<file path="src/rtl/aes_arb_pkg.sv">
// -----------------------------------------------------------------------------
// aes_arb_pkg
//   Shared definitions for the aes256 job arbiter: sequencer state encoding
//   and the key/text data widths used by the arbiter and its testbench.
// -----------------------------------------------------------------------------
package aes_arb_pkg;

  localparam int KEY_W = 256;
  localparam int TXT_W = 128;

  // Job sequencer states.
  typedef enum logic [2:0] {
    BOS    = 3'd0,  // idle, arbitrating
    BASLAT = 3'd1,  // job captured, waiting for core ready to issue start
    BEKLE  = 3'd2,  // job issued, waiting for core result (watchdog running)
    YANIT  = 3'd3,  // response presented to consumer
    BOSALT = 3'd4   // after a timeout: swallow the late core result
  } state_e;

endpackage

</file>
<file path="src/rtl/aes_arbiter_rr_secici.sv">
// -----------------------------------------------------------------------------
// rr_secici
//   Combinational round-robin picker. Searches the request vector starting
//   at the position after i_ptr (wrapping modulo NUM_REQ) and returns the
//   first active requester.
// Ports
//   i_req    requester valid vector
//   i_ptr    id of the last served requester
//   o_grant  one-hot grant (zero when no request)
//   o_id     binary id of the granted requester
//   o_any    at least one request is active
// -----------------------------------------------------------------------------
module rr_secici #(
  parameter  int NUM_REQ = 2,
  localparam int IDW     = $clog2(NUM_REQ)
) (
  input  logic [NUM_REQ-1:0] i_req,
  input  logic [IDW-1:0]     i_ptr,
  output logic [NUM_REQ-1:0] o_grant,
  output logic [IDW-1:0]     o_id,
  output logic               o_any
);

  logic [IDW-1:0] w_idx;

  // NOTE: every signal assigned in an always_comb gets a default at the top;
  // a path that skips an assignment would otherwise infer a latch.
  always_comb begin
    o_grant = '0;
    o_id    = '0;
    o_any   = 1'b0;
    w_idx   = '0;
    for (int i = 1; i <= NUM_REQ; i++) begin
      w_idx = IDW'((int'(i_ptr) + i) % NUM_REQ);
      if (!o_any && i_req[w_idx]) begin
        o_any          = 1'b1;
        o_grant[w_idx] = 1'b1;
        o_id           = w_idx;
      end
    end
  end

endmodule

</file>
<file path="src/rtl/aes_arbiter.sv">
// -----------------------------------------------------------------------------
// aes_arbiter
//   Shares one aes256 core between NUM_REQ requesters. A round-robin picker
//   selects one job (key, text, mode) per grant; the job is buffered, issued
//   to the core with a single-cycle start pulse, and the core result is
//   returned tagged with the requester id. A watchdog bounds each job; after
//   a timeout the late core result is drained before the next job is issued.
// Ports
//   clk_i, rst_ni          clock (rising edge), async active-low reset
//   req_gecerli_i/hazir_o  per-requester valid / accept
//   req_anahtar_i          keys, requester k at [256k +: 256]
//   req_metin_i            texts, requester k at [128k +: 128]
//   req_mod_i              per-requester mode (0 encrypt, 1 decrypt)
//   rsp_*                  response channel (valid held until rsp_hazir_i)
//   aes_*_o                job to the core, start pulse aes_gecerli_o
//   aes_hazir_i            core ready
//   aes_metin_i/gecerli_i  core result and its one-cycle valid
// -----------------------------------------------------------------------------
module aes_arbiter
  import aes_arb_pkg::*;
#(
  parameter  int NUM_REQ     = 2,
  parameter  int TIMEOUT_CYC = 1024,
  localparam int IDW         = $clog2(NUM_REQ)
) (
  input  logic                     clk_i,
  input  logic                     rst_ni,
  input  logic [NUM_REQ-1:0]       req_gecerli_i,
  output logic [NUM_REQ-1:0]       req_hazir_o,
  input  logic [KEY_W*NUM_REQ-1:0] req_anahtar_i,
  input  logic [TXT_W*NUM_REQ-1:0] req_metin_i,
  input  logic [NUM_REQ-1:0]       req_mod_i,
  output logic                     rsp_gecerli_o,
  input  logic                     rsp_hazir_i,
  output logic [IDW-1:0]           rsp_id_o,
  output logic [TXT_W-1:0]         rsp_metin_o,
  output logic                     rsp_hata_o,
  output logic [KEY_W-1:0]         aes_anahtar_o,
  output logic [TXT_W-1:0]         aes_metin_o,
  output logic                     aes_mod_o,
  output logic                     aes_gecerli_o,
  input  logic                     aes_hazir_i,
  input  logic [TXT_W-1:0]         aes_metin_i,
  input  logic                     aes_gecerli_i
);

  localparam int             WDW     = $clog2(TIMEOUT_CYC) + 1;
  localparam logic [WDW-1:0] WD_LAST = WDW'(TIMEOUT_CYC - 1);

  state_e             r_state, w_next_state;
  logic [IDW-1:0]     r_ptr;
  logic [IDW-1:0]     r_id;
  logic [KEY_W-1:0]   r_key;
  logic [TXT_W-1:0]   r_txt;
  logic               r_mod;
  logic [TXT_W-1:0]   r_rsp_metin;
  logic               r_rsp_hata;
  logic               r_aes_gecerli;
  logic [WDW-1:0]     r_wdog;

  logic [NUM_REQ-1:0] w_grant;
  logic [IDW-1:0]     w_id;
  logic               w_any;
  logic               w_accept;
  logic               w_start;
  logic               w_done_ok;
  logic               w_done_to;
  logic               w_rsp_take;
  logic               w_wd_clr;
  logic               w_wd_inc;
  logic               w_wd_expired;

  rr_secici #(
    .NUM_REQ (NUM_REQ)
  ) u_rr_secici (
    .i_req   (req_gecerli_i),
    .i_ptr   (r_ptr),
    .o_grant (w_grant),
    .o_id    (w_id),
    .o_any   (w_any)
  );

  assign w_wd_expired = (r_wdog >= WD_LAST);

  // ---------------------------------------------------------------------------
  // State register
  // ---------------------------------------------------------------------------
  // NOTE: sequential state is written with non-blocking assignments so every
  // flop samples the pre-edge values, independent of block ordering.
  always_ff @(posedge clk_i or negedge rst_ni) begin
    if (!rst_ni) r_state <= BOS;
    else         r_state <= w_next_state;
  end

  // ---------------------------------------------------------------------------
  // Next state and per-cycle control strobes
  // ---------------------------------------------------------------------------
  always_comb begin
    w_next_state = r_state;
    w_accept     = 1'b0;
    w_start      = 1'b0;
    w_done_ok    = 1'b0;
    w_done_to    = 1'b0;
    w_rsp_take   = 1'b0;
    w_wd_clr     = 1'b0;
    w_wd_inc     = 1'b0;
    unique case (r_state)
      BOS: begin
        // The winner sees hazir combinationally, so any active request transfers.
        if (w_any) begin
          w_accept     = 1'b1;
          w_next_state = BASLAT;
        end
      end
      BASLAT: begin
        if (aes_hazir_i) begin
          w_start      = 1'b1;
          w_wd_clr     = 1'b1;
          w_next_state = BEKLE;
        end
      end
      BEKLE: begin
        // A result arriving in the expiry cycle still counts as success.
        if (aes_gecerli_i) begin
          w_done_ok    = 1'b1;
          w_next_state = YANIT;
        end else if (w_wd_expired) begin
          w_done_to    = 1'b1;
          w_next_state = YANIT;
        end else begin
          w_wd_inc     = 1'b1;
        end
      end
      YANIT: begin
        if (rsp_hazir_i) begin
          w_rsp_take   = 1'b1;
          w_wd_clr     = 1'b1;
          w_next_state = r_rsp_hata ? BOSALT : BOS;
        end
      end
      BOSALT: begin
        // The timed-out core may still deliver; drop that pulse, or give up
        // after a second watchdog period if it never comes.
        if (aes_gecerli_i || w_wd_expired) w_next_state = BOS;
        else                               w_wd_inc     = 1'b1;
      end
      default: w_next_state = BOS;
    endcase
  end

  // ---------------------------------------------------------------------------
  // Job buffers, response registers, start pulse, watchdog
  // ---------------------------------------------------------------------------
  // NOTE: the job buffers are reset as well because they drive the core
  // interface directly and must read as zero while rst_ni is low.
  always_ff @(posedge clk_i or negedge rst_ni) begin
    if (!rst_ni) begin
      r_ptr         <= IDW'(NUM_REQ - 1);
      r_id          <= '0;
      r_key         <= '0;
      r_txt         <= '0;
      r_mod         <= 1'b0;
      r_rsp_metin   <= '0;
      r_rsp_hata    <= 1'b0;
      r_aes_gecerli <= 1'b0;
      r_wdog        <= '0;
    end else begin
      r_aes_gecerli <= w_start;

      if (w_accept) begin
        r_id  <= w_id;
        r_key <= req_anahtar_i[KEY_W*int'(w_id) +: KEY_W];
        r_txt <= req_metin_i[TXT_W*int'(w_id) +: TXT_W];
        r_mod <= req_mod_i[w_id];
      end

      if (w_done_ok) begin
        r_rsp_metin <= aes_metin_i;
        r_rsp_hata  <= 1'b0;
      end else if (w_done_to) begin
        r_rsp_metin <= '0;
        r_rsp_hata  <= 1'b1;
      end

      // Next search starts after the requester just served.
      if (w_rsp_take) r_ptr <= r_id;

      // Saturating so the counter can never wrap back below the limit.
      if (w_wd_clr)                    r_wdog <= '0;
      else if (w_wd_inc && ~&r_wdog)   r_wdog <= r_wdog + 1'b1;
    end
  end

  // ---------------------------------------------------------------------------
  // Outputs
  // ---------------------------------------------------------------------------
  assign req_hazir_o   = (rst_ni && (r_state == BOS)) ? w_grant : '0;
  assign rsp_gecerli_o = (r_state == YANIT);
  assign rsp_id_o      = r_id;
  assign rsp_metin_o   = r_rsp_metin;
  assign rsp_hata_o    = r_rsp_hata;
  assign aes_anahtar_o = r_key;
  assign aes_metin_o   = r_txt;
  assign aes_mod_o     = r_mod;
  assign aes_gecerli_o = r_aes_gecerli;

endmodule
</file>
<file path="config.mk">
export PLATFORM = sky130hd
export DESIGN_NAME = aes_arbiter
export DESIGN_NICKNAME = d
export VERILOG_FILES = /design/src/rtl/aes_arb_pkg.sv /design/src/rtl/aes_arbiter_rr_secici.sv /design/src/rtl/aes_arbiter.sv
export SDC_FILE = /design/constraint.sdc
export NUM_CORES = 1
export LEC_CHECK = 0
export ABC_AREA = 1
export ABC_CLOCK_PERIOD_IN_PS = 3900
export BUFFER_PORTS_ARGS = -buffer_cell sky130_fd_sc_hd__buf_2
export CORE_AREA = 2 2 562 564
export DETAILED_ROUTE_END_ITERATION = 10
export DIE_AREA = 0 0 564 566
export PLACE_DENSITY = 0.34
export SYNTH_ARGS = -nofsm -noshare
export SYNTH_HDL_FRONTEND = slang
export SYNTH_SLANG_ARGS = --single-unit
</file>
<file path="constraint.sdc">
create_clock -name clk_i -period 3.9 [get_ports clk_i]
set_input_delay 1.17 -clock clk_i [delete_from_list [all_inputs] [get_ports clk_i]]
set_output_delay 1.17 -clock clk_i [all_outputs]
set_load 0.01 [all_outputs]
</file>
==> results.md <==
- Status: complete, no violations
- Post-Place Cells: 8244
- Post-cts sizing count: 0
- Post-synthesis register bit count: 531
- Post-CTS setup buffers: 0
- Crit path kind: primary input to output pin
- DRC: 0
- PD cells: 806.0 mW/mm²
- All-Layer GR Usage: 0.1343
- Sequential share of the synthesized area: 0.5214
- Worst-Skew Late Latency: 0.79 ns
- Total grt overflow: 0
- Routed vias/inst: 3.275
- Largest net degree at the start of global routing: 140
- YS warnings: 0
- Combinational Power Share: 0.471
- Critical Path Start Type: primary input
- Final hold vios: 0
- Final setup fails: 0
- Setup TNS Final: 0 ns
- WL final: 222000 µm
- Clock root buffer: clkbuf_16
- Max cap viols: 0
- Die Y: 566 µm
- Switching power: 14870 µW
- WL/cell: 26.21 µm
- Clk slew on worst S/H paths: 0.05 ns
- Synth-to-Final Area Change: 59.01%
- Leak Pwr: 0.01917 µW
- Sequential fraction of design power: 0.299
- Cell Area, Synth: 0.02549 mm²
- Clock Sinks: 531
- Final ANT Viol Nets: 0
- Critical Path AT: 2.04 ns
- Max Slew Vio Count: 0
- Cell count after synthesis: 2828
- Critical Path Start: req_gecerli_i[1]
- Vias in the first global route: 28130
- Fraction of power spent switching nets: 0.4553
- I/O pin count: 1424
- Period minus WS final: 3.213 ns
- TritonCTS clock tree: built
- Crit Path Max Fanout: 7
- CTS max path bufs: 4
- 1st-iter DRT viols: 1667
- Req. time, crit path: 2.73 ns
- Fmax: 311.2 MHz
- Synth Net Count: 3734
- Initial core utilization: 0.08132
- H-tree depth: 3
- Worst hold path type: flop to flop
- Syn_area_per_cell: 9.013 µm²
- Global-route wire length before repair: 284500 µm
- Normalized max-slew margin: 0.2927
- TritonRoute pass-1 iters: 5
- GPL Wtd Cong: 0.8982
- Final Cycle Share: 0.8239
- Die Area: 0.3192 mm²
- Antenna violations before repair: 212
- Clock Skew: 0.06720 ns
- Core area: 0.3134 mm²
- Total CTS buffers: 83
- Non-Filler Instances: 8469
- Standard-cell rows: 206
- Die width: 564 µm
- Fin nets: 5075
- Internal: 17790 µW
- Hold path startpoint: rsp_metin_o[102]$_DFFE_PN0P_
- Max VDD drop: 0.0003823 V
- FF-to-FF Start: r_ptr$_DFFE_PN1P_
- Crit path capture type: output pin
- CTS Hold Buffers Added: 0
- Ratio of cells with drive above 1 in the final layout: 0.4478
- RSZ-0062 raised after global routing: false
- Final HPWL DP: 189800 µm
- Slew @ Worst Pin: 1.061 ns
- Total power: 32660 µW
- Clock share of power: 0.230
- Vias: 27730
- Distinct cells, synth: 27
- Buffers on Ports: 1423
[synth_stat cells, drive strengths merged]
master	count	area (µm²)
dfstp	1	26.28
buf	161	839.6
o21ai	3	15.01
nor3b	1	7.510
or2	1	6.260
xnor2	4	35.03
nand2	809	3044
inv	22	82.58
mux2	1	11.26
dfrtp	530	13260
nand4	2	12.51
nand3	28	150.1
clkbuf	81	304.0
o31ai	385	4172
nor3	1	5.000
ha	1	12.51
xor2	3	26.28
a21oi	386	1932
nor2	408	1544
[power groups by stage]
stage | Clock, µW | Sequential (µW) | Combinational [µW]
after global routing | 8020 | 10100 | 16900
after global placement | 0 | 9810 | 15900
after floorplan | 0 | 10900 | 6290
after CTS | 7850 | 9820 | 16000
final | 7500 | 9780 | 15400
after detailed placement | 0 | 9850 | 16000
[path summary, 6_finish.rpt]
path,endpoint,slack [ns],depth (start not counted)
setup / recovery,req_hazir_o[0],0.69,5
hold / removal,rsp_metin_o[102]$_DFFE_PN0P_,0.46,2
setup reg to reg,aes_anahtar_o[90]$_DFFE_PN0P_,1.47,6
hold reg to reg,rsp_metin_o[102]$_DFFE_PN0P_,0.46,2
max in group asynchronous,aes_metin_o[34]$_DFFE_PN0P_,1.74,3
min in group asynchronous,aes_anahtar_o[101]$_DFFE_PN0P_,0.47,2
[critical path: stages]
cell	delay (ns)
buf_8	0.14
inv_1	0.14
o21ai_0	0.09
nor2_1	0.20
buf_2	0.18
[layer usage]
metal,wire [µm],track usage
met5,962,0
met4,6237,0.04150
met3,29020,0.07361
met2,105000,0.2234
met1,80820,0.1442
[cells by family after synthesis]
| logic type | synth area share |
|---|---|
| AO/OA/AOI/OAI | 0.2400 |
| XOR/XNOR | 0.002405 |
| adder cells (fa/ha/maj) | 0.0004908 |
| buffers and inverters | 0.04811 |
| flip-flops | 0.5214 |
| multiplexers | 0.0004418 |
| AND/OR/NAND/NOR | 0.1871 |
[layout by cell type (no fill, tap or decap), drive strengths merged]
cell type	n
xor2	3
inv	24
clkbuf	117
nor3b	1
o31ai	385
or2	1
o21ai	3
xnor2	4
dfstp	1
diode	84
ha	1
bufinv	4
buf	1498
mux2	1
clkinvlp	4
nand4	2
clkinv	14
a21oi	386
nand3	28
dfrtp	530
nand2	809
nor3	1
nor2	408
[metrics by stage]
stage / setup slack [ns] / util / hold slack, ns / cell area [µm²]
final: 0.6868 / 0.1293 / 0.4618 / 40530
after global routing: 0.5908 / 0.1291 / 0.4448 / 40450
after CTS: 0.6333 / 0.1286 / 0.4344 / 40320
after detailed placement: 0.6474 / 0.1203 / 0.4539 / 37690
after global placement: 0.5781 / 0.1203 / 0.4494 / 37690
after floorplan: 0.7096 / - / 0.4945 / 25490
[cell type report]
cell class | instances | area [µm²]
Fill cell | 36510 | 272900
Tap cell | 4160 | 5205
Antenna cell | 84 | 210.2
Clock buffer | 117 | 2356
Timing Repair Buffer | 1498 | 8093
Clock inverter | 24 | 271.5
Multi-Input combinational cell | 2033 | 11010
Inverter | 22 | 90.09
Sequential cell | 531 | 13290
[flip-flops by register name, indices dropped and copies added (netlist names)]
register	count
rsp_metin_o	128
rsp_id_o	1
aes_gecerli_o	1
aes_mod_o	1
r_ptr	1
rsp_hata_o	1
aes_metin_o	128
aes_anahtar_o	256
r_state	3
r_wdog	11
No activity file was read; power rests on OpenSTA's default activity.
